===== src/rtl/ysyx_25010008_reg_scoreboard.sv =====
// GPR file with pending-write scoreboard, writeback bypass and a minimal machine-mode CSR set.
// Out-of-range or x0 indices read as zero and are never reserved or written.
module ysyx_25010008_reg_scoreboard #(
    parameter int NREGS = 16,
    parameter int XLEN  = 32
) (
    input  logic            clock,
    input  logic            reset,
    input  logic [4:0]      rs1,
    input  logic [4:0]      rs2,
    output logic [XLEN-1:0] src1,
    output logic [XLEN-1:0] src2,
    output logic            rs1_busy,
    output logic            rs2_busy,
    input  logic            issue_valid,
    input  logic [4:0]      issue_rd,
    input  logic            issue_wen,
    input  logic            wb_valid,
    input  logic [4:0]      wb_rd,
    input  logic            wb_wen,
    input  logic [XLEN-1:0] wb_data,
    input  logic            flush,
    input  logic [11:0]     csr_raddr,
    output logic [XLEN-1:0] csr_rdata,
    input  logic            csr_wen,
    input  logic [11:0]     csr_waddr,
    input  logic [XLEN-1:0] csr_wdata,
    input  logic            ecall,
    input  logic            mret,
    input  logic [XLEN-1:0] trap_pc,
    output logic [XLEN-1:0] mtvec_out,
    output logic [XLEN-1:0] mepc_out
);

    localparam int AW = $clog2(NREGS);

    localparam logic [11:0] CSR_MSTATUS   = 12'h300;
    localparam logic [11:0] CSR_MTVEC     = 12'h305;
    localparam logic [11:0] CSR_MEPC      = 12'h341;
    localparam logic [11:0] CSR_MCAUSE    = 12'h342;
    localparam logic [11:0] CSR_MCYCLE    = 12'hB00;
    localparam logic [11:0] CSR_MCYCLEH   = 12'hB80;
    localparam logic [11:0] CSR_MINSTRET  = 12'hB02;
    localparam logic [11:0] CSR_MINSTRETH = 12'hB82;

    logic [XLEN-1:0]  gpr [NREGS];
    logic [NREGS-1:0] busy;
    logic [XLEN-1:0]  mstatus;
    logic [XLEN-1:0]  mtvec;
    logic [XLEN-1:0]  mepc;
    logic [XLEN-1:0]  mcause;
    logic [63:0]      mcycle;
    logic [63:0]      minstret;

    logic            wb_hit;
    logic            issue_hit;
    logic [AW-1:0]   wb_idx;
    logic [AW-1:0]   issue_idx;
    logic            csr_we;
    logic            take_trap;
    logic            take_ret;

    function automatic logic in_range(input logic [4:0] idx);
        return (idx != 5'd0) && (int'(idx) < NREGS);
    endfunction

    assign wb_hit    = !reset && wb_valid && wb_wen && in_range(wb_rd);
    assign issue_hit = !reset && issue_valid && issue_wen && in_range(issue_rd);
    assign wb_idx    = wb_rd[AW-1:0];
    assign issue_idx = issue_rd[AW-1:0];

    assign csr_we    = wb_valid && csr_wen;
    assign take_trap = wb_valid && ecall;
    assign take_ret  = wb_valid && mret && !ecall;

    // A same-cycle issue to the bypassed register keeps it reported busy.
    always_comb begin
        src1     = '0;
        rs1_busy = 1'b0;
        if (in_range(rs1)) begin
            if (wb_hit && wb_rd == rs1) begin
                src1     = wb_data;
                rs1_busy = issue_hit && (issue_rd == rs1);
            end else begin
                src1     = gpr[rs1[AW-1:0]];
                rs1_busy = busy[rs1[AW-1:0]];
            end
        end
    end

    always_comb begin
        src2     = '0;
        rs2_busy = 1'b0;
        if (in_range(rs2)) begin
            if (wb_hit && wb_rd == rs2) begin
                src2     = wb_data;
                rs2_busy = issue_hit && (issue_rd == rs2);
            end else begin
                src2     = gpr[rs2[AW-1:0]];
                rs2_busy = busy[rs2[AW-1:0]];
            end
        end
    end

    always_ff @(posedge clock) begin
        if (reset) begin
            for (int i = 0; i < NREGS; i++) begin
                gpr[i] <= '0;
            end
            busy <= '0;
        end else begin
            if (wb_hit) begin
                gpr[wb_idx] <= wb_data;
            end
            if (flush) begin
                busy <= '0;
            end else begin
                if (wb_hit) begin
                    busy[wb_idx] <= 1'b0;
                end
                if (issue_hit) begin
                    busy[issue_idx] <= 1'b1;
                end
            end
        end
    end

    always_ff @(posedge clock) begin
        if (reset) begin
            mcycle   <= '0;
            minstret <= '0;
        end else begin
            if (csr_we && csr_waddr == CSR_MCYCLE) begin
                mcycle[31:0] <= csr_wdata[31:0];
            end else if (csr_we && csr_waddr == CSR_MCYCLEH) begin
                mcycle[63:32] <= csr_wdata[31:0];
            end else begin
                mcycle <= mcycle + 64'd1;
            end

            if (csr_we && csr_waddr == CSR_MINSTRET) begin
                minstret[31:0] <= csr_wdata[31:0];
            end else if (csr_we && csr_waddr == CSR_MINSTRETH) begin
                minstret[63:32] <= csr_wdata[31:0];
            end else if (wb_valid) begin
                minstret <= minstret + 64'd1;
            end
        end
    end

    // Trap entry/return own mstatus, mepc and mcause for the cycle.
    always_ff @(posedge clock) begin
        if (reset) begin
            mstatus <= XLEN'(32'h0000_1800);
            mtvec   <= '0;
            mepc    <= '0;
            mcause  <= '0;
        end else begin
            if (csr_we && csr_waddr == CSR_MTVEC) begin
                mtvec <= csr_wdata;
            end
            if (take_trap) begin
                mepc            <= trap_pc;
                mcause          <= XLEN'(32'd11);
                mstatus[12:11]  <= 2'b11;
                mstatus[7]      <= mstatus[3];
                mstatus[3]      <= 1'b0;
            end else if (take_ret) begin
                mstatus[3] <= mstatus[7];
                mstatus[7] <= 1'b1;
            end else if (csr_we) begin
                if (csr_waddr == CSR_MSTATUS) begin
                    mstatus <= csr_wdata;
                end
                if (csr_waddr == CSR_MEPC) begin
                    mepc <= csr_wdata;
                end
                if (csr_waddr == CSR_MCAUSE) begin
                    mcause <= csr_wdata;
                end
            end
        end
    end

    always_comb begin
        csr_rdata = '0;
        case (csr_raddr)
            CSR_MSTATUS:   csr_rdata = mstatus;
            CSR_MTVEC:     csr_rdata = mtvec;
            CSR_MEPC:      csr_rdata = mepc;
            CSR_MCAUSE:    csr_rdata = mcause;
            CSR_MCYCLE:    csr_rdata = XLEN'(mcycle[31:0]);
            CSR_MCYCLEH:   csr_rdata = XLEN'(mcycle[63:32]);
            CSR_MINSTRET:  csr_rdata = XLEN'(minstret[31:0]);
            CSR_MINSTRETH: csr_rdata = XLEN'(minstret[63:32]);
            default:       csr_rdata = '0;
        endcase
    end

    assign mtvec_out = mtvec;
    assign mepc_out  = mepc;

endmodule


===== config.mk =====
export PLATFORM = sky130hd
export DESIGN_NAME = ysyx_25010008_reg_scoreboard
export DESIGN_NICKNAME = d
export VERILOG_FILES = /design/src/rtl/ysyx_25010008_reg_scoreboard.sv
export SDC_FILE = /design/constraint.sdc
export NUM_CORES = 2
export LEC_CHECK = 0
export ABC_AREA = 1
export ABC_CLOCK_PERIOD_IN_PS = 3700
export CORE_ASPECT_RATIO = 1.4
export CORE_UTILIZATION = 40
export DETAILED_ROUTE_END_ITERATION = 6
export SYNTH_ARGS = -nofsm -noshare
export SYNTH_HDL_FRONTEND = slang
export SYNTH_SLANG_ARGS = --single-unit

===== constraint.sdc =====
create_clock -name clock -period 3.7 [get_ports clock]
set_input_delay 0.74 -clock clock [delete_from_list [all_inputs] [get_ports clock]]
set_output_delay 0.74 -clock clock [all_outputs]
set_load 0.01 [all_outputs]

### Word level (Yosys, flattened, before mapping)

Memory sizes are Yosys's and may differ from the RTL's.
Cells that the tools add are included.
W data, S select, Z words.

* output and inout port bits: 162
* bits of input ports: 150
* flip-flop bits (word level): 272
* RAM bits: 512
* memories: 1

Memories
* gpr: depth 16, bits a word 32, read ports 2, clocked after Yosys merged registers in 0, write ports 16, line 46 `logic [XLEN-1:0] gpr [NREGS];`

* bitwise operators: 6
* equality and inequality tests: 23
* order comparisons: 10
* mux-type cells: 49
* reductions and logical operators: 52
* add/sub/neg operators: 2

Operators by type and width (number)
* $mux W32: 15
* $pmux W32 S8: 1
* $add A64 B1 Y64 const B: 2
* $eq A12 B10 Y1 const B: 8
* $eq A12 B12 Y1 const B: 8
* $mux W16: 4
* $mux W64: 1
* $reduce_or A32 Y1: 1
* $logic_and A1 B1 Y1: 25
* $eq A5 B5 Y1: 4
* $lt A4 B5 Y1 const B: 4
* $lt A5 B5 Y1 const B: 4
* $mux W4: 5
* $reduce_bool A5 Y1: 4
* $mux W1: 17
* $and A16 B16 Y16: 1
* $mux W8: 2
* $not A16 Y16: 1
* $or A16 B16 Y16: 1
* $reduce_bool A2 Y1: 7
* $reduce_and A3 Y1: 4
* $bmux W1 S4: 2
* $demux W1 S4: 2
* $ge A4 B1 Y1 const B: 2
* other kinds (7): 17

### Logic depth before layout (Yosys ltp)

* word-level depth: 11
* depth in mapped cells: 13
* depth with buffers taken out: 13

### Worst setup path after synthesis

Ideal clock, no wire load.

* kind: input port to flip-flop
* from: input wb_rd[0]
* to: memory gpr[12][0], enable pin
* setup slack: 830 ps
* arrival time: 2392 ps
* cell stages on the path: 7
* path buffers: 2
* cells stage by stage: clkbuf_1 nor2_1 a21o_1 inv_2 nand3_1 clkbuf_1 nand2_1

RTL lines
* from (decl): line 19 `input logic [4:0] wb_rd,`
* to (decl): line 46

### Worst setup path after layout

* from: input wb_valid
* to: output src1[30]

* cells in the longest elaborated chain, start to end: 6

RTL lines
* from (decl): line 18 `input logic wb_valid,`
* $logic_and A1 B1 Y1 (3 in series): line 67 `assign wb_hit = !reset && wb_valid && wb_wen && in_range(wb_rd);`
* $logic_and A1 B1 Y1: line 81 `if (wb_hit && wb_rd == rs1) begin`
* $mux W32: line 81
* $mux W32: line 80 `if (in_range(rs1)) begin`
* to (decl): line 11 `output logic [XLEN-1:0] src1,`

Every way passes these cells.

==> flow_metrics.env <==
export IMPL_outcome="complete, no violations"
export IMPL_slew_headroom=0.335
export IMPL_synthFlopType="edfxtp_1"
export IMPL_syn_avg_cell_area_um2=7.19
export IMPL_clock_fmax_mhz=273
export IMPL_grt_pass1_wl_um=315000
export IMPL_rsz0062_at_grt="yes"
export IMPL_gp_congestion=1.07
export IMPL_dp_cells=7937
export IMPL_path_max_fanout=11
export IMPL_clkTransAtPathRegs_ns=0.06
export IMPL_drive_above_1_share=0.0866
export IMPL_io_pins=312
export IMPL_ant_nets=0
export IMPL_cts_buffers=86
export IMPL_yosys_warnings=0
export IMPL_row_count=145
export IMPL_start_util=0.404
export IMPL_h_tree_depth=3
export IMPL_hpwl_um=153000
export IMPL_die_w_um=286
export IMPL_grt_max_degree=136
export IMPL_routedWlPerCell_um=27.6
export IMPL_areaGrowthSynthToFinish_pct=20.7
export IMPL_num_vias=47800
export IMPL_end_kind="primary output"
export IMPL_fin_skew_ns=0.0295
export IMPL_cts_tree="built"
export IMPL_ir_drop_mv=0.343
export IMPL_root_buffer="clkbuf_16"
export IMPL_cap_violations=0
export IMPL_fin_tns_setup_ns=0
export IMPL_maxSlewViolCount=0
export IMPL_port_buffers=311
export IMPL_track_usage=0.384
export IMPL_cp_start_kind="primary input"
export IMPL_grt_pass1_vias=44800
export IMPL_hold_viol_final=0
export IMPL_wl_um=223000
export IMPL_dr_pass1_iters=6
export IMPL_async_reset_ff_frac=0
export IMPL_die_area_mm2=0.114
export IMPL_antenna_found_initial=12
export IMPL_viasPerCell=5.90
export IMPL_crit_required_ns=2.96
export IMPL_worstMarginPinSlew_ns=0.998
export IMPL_synth_seq_cells=784
export IMPL_finalCriticalPeriod_ns=3.66
export IMPL_finalHoldWorstSlack_ns=0.347
export IMPL_setup_worst_path_class="primary input to primary output"
export IMPL_netlist_area_mm2=0.0452
export IMPL_final_nets=6714
export IMPL_p_leak_nw=21.4
export IMPL_ctsHoldBuffers=0
export IMPL_first_iter_violations=5390
export IMPL_synth_edf_count=512
export IMPL_power_density_mw_per_mm2=395
export IMPL_core_area_mm2=0.112
export IMPL_cp_arrival_ns=2.92
export IMPL_die_height_um=400
export IMPL_grt_overflow_total=0
export IMPL_final_cells=8108
export IMPL_synth_cells=6283
export IMPL_setup_violations=0
export IMPL_post_synth_num_cell_types=43
export IMPL_clockBufferDepth=3
export IMPL_clock_latency_ns=0.70
export IMPL_drc_errors=0
export IMPL_cts_sinks=784
export IMPL_hp_class="primary input to register"
export IMPL_fin_crit_sh=0.990
export IMPL_total_power_w=0.0215
export IMPL_ys_seq_area_frac=0.461
[metal layers]
layer  vias to the layer above  GRT usage  part of all wire
met5                         -          0           0.00037
met3                       790     0.0657             0.089
met4                        14      0.332             0.097
met2                      2797      0.644              0.47
met1                     22600      0.421              0.34
li1                      21600          -                 -
[logic make-up after synthesis]
family,synth area share
fa+ha+maj,0.000554
xor+xnor,0.00776
other cells,0.0000830
buf+inv,0.0779
simple gates,0.315
flops,0.461
compound gates,0.138
[area by class of cell]
class,instances,area [um^2]
Fill cell,11300,57200
Multi-Input combinational cell,4632,21200
Sequential cell,784,20800
Timing Repair Buffer,607,6080
Clock buffer,110,2310
Tap cell,1470,1840
Inverter,451,1720
Clock inverter,48,500
Antenna cell,6,15.0
[metrics by stage]
stage	setup slack, ns	area, um^2	utilization
2_1_floorplan	0.830	45300	-
3_3_place_gp	-0.486	51600	0.462
3_5_place_dp	-0.432	51600	0.462
4_1_cts	-0.192	54500	0.488
5_1_grt	-0.0737	54500	0.488
6_report	0.0360	54500	0.488
[synth_stat cells (2+ instances only)]
library cell	number	area, um^2
nand2_1	1503	5640
nand3_1	915	4580
nor2_1	857	3220
a21oi_1	558	2790
edfxtp_1	512	15400
inv_1	436	1640
o21ai_0	419	2100
clkbuf_1	285	1070
dfxtp_1	272	5450
buf_2	101	505
nand4_1	58	363
buf_1	55	206
a211oi_1	48	360
o211ai_1	38	285
nor3_1	32	160
o22ai_1	31	194
a22oi_1	30	225
xor2_1	29	254
a31oi_1	14	87.6
nor2_2	13	81.3
inv_2	11	41.3
o211a_1	11	110
xnor2_1	11	96.3
nand3b_1	6	45.0
buf_4	5	37.5
clkinv_1	4	15.0
o31ai_1	4	30.0
nand3_2	3	30.0
nor2_4	3	33.8
nor3_2	3	30.0
and2_1	2	12.5
ha_1	2	25.0
or2_2	2	12.5
[state kept, by name, indices dropped and copies added (netlist names)]
signal / flops
busy: 16
gpr: 512
mcause: 32
mcycle: 64
mepc_out: 32
minstret: 64
mstatus: 32
mtvec_out: 32
[worst paths after layout]
kind / end / start / slack (ns) / cells after the start
hold / removal: minstret[15] / reset / 0.35 / 2
setup / recovery: src1[30] / wb_valid / 0.04 / 11
hold reg to reg: mstatus[0] / mstatus[0] / 0.45 / 2
setup reg to reg: minstret[36] / minstret[0] / 0.99 / 12
[worst max-delay path: stages]
cell             delay [ns]
clkdlybuf4s50_1        0.50
buf_12                 0.14
nand3_1                0.10
a21o_1                 0.20
nor2_1                 0.12
nand2_2                0.13
buf_8                  0.19
nand3_1                0.12
o211ai_1               0.09
inv_1                  0.07
clkdlybuf4s50_1        0.52
[where the power goes]
group          leakage (nW)  switching, W  internal (W)
clock network          1.35       0.00390       0.00501
logic                  13.0       0.00188      0.000889
registers              7.07      0.000202       0.00965
[repair_timing]
item,in CTS,in global routing
gates cloned,0,0
buffers inserted,4,3
resized for setup,133,107
pin swaps,3,5
setup endpoints to repair,95,37
[layout by cell type, fill, tap and decap left out, types with 38 or more instances in the layout]
| cell | n |
|---|---|
| nand2_1 | 1474 |
| edfxtp_1 | 512 |
| a21oi_1 | 547 |
| clkbuf_16 | 88 |
| nand4_1 | 58 |
| nor2_1 | 851 |
| o211ai_1 | 38 |
| inv_1 | 430 |
| a211oi_1 | 48 |
| dfxtp_1 | 272 |
| dlygate4sd2_1 | 44 |
| buf_12 | 70 |
| clkdlybuf4s50_1 | 205 |
| buf_4 | 218 |
| o21ai_0 | 405 |
| nand3_1 | 894 |
Note: power is estimated with default switching activity, not from simulation.
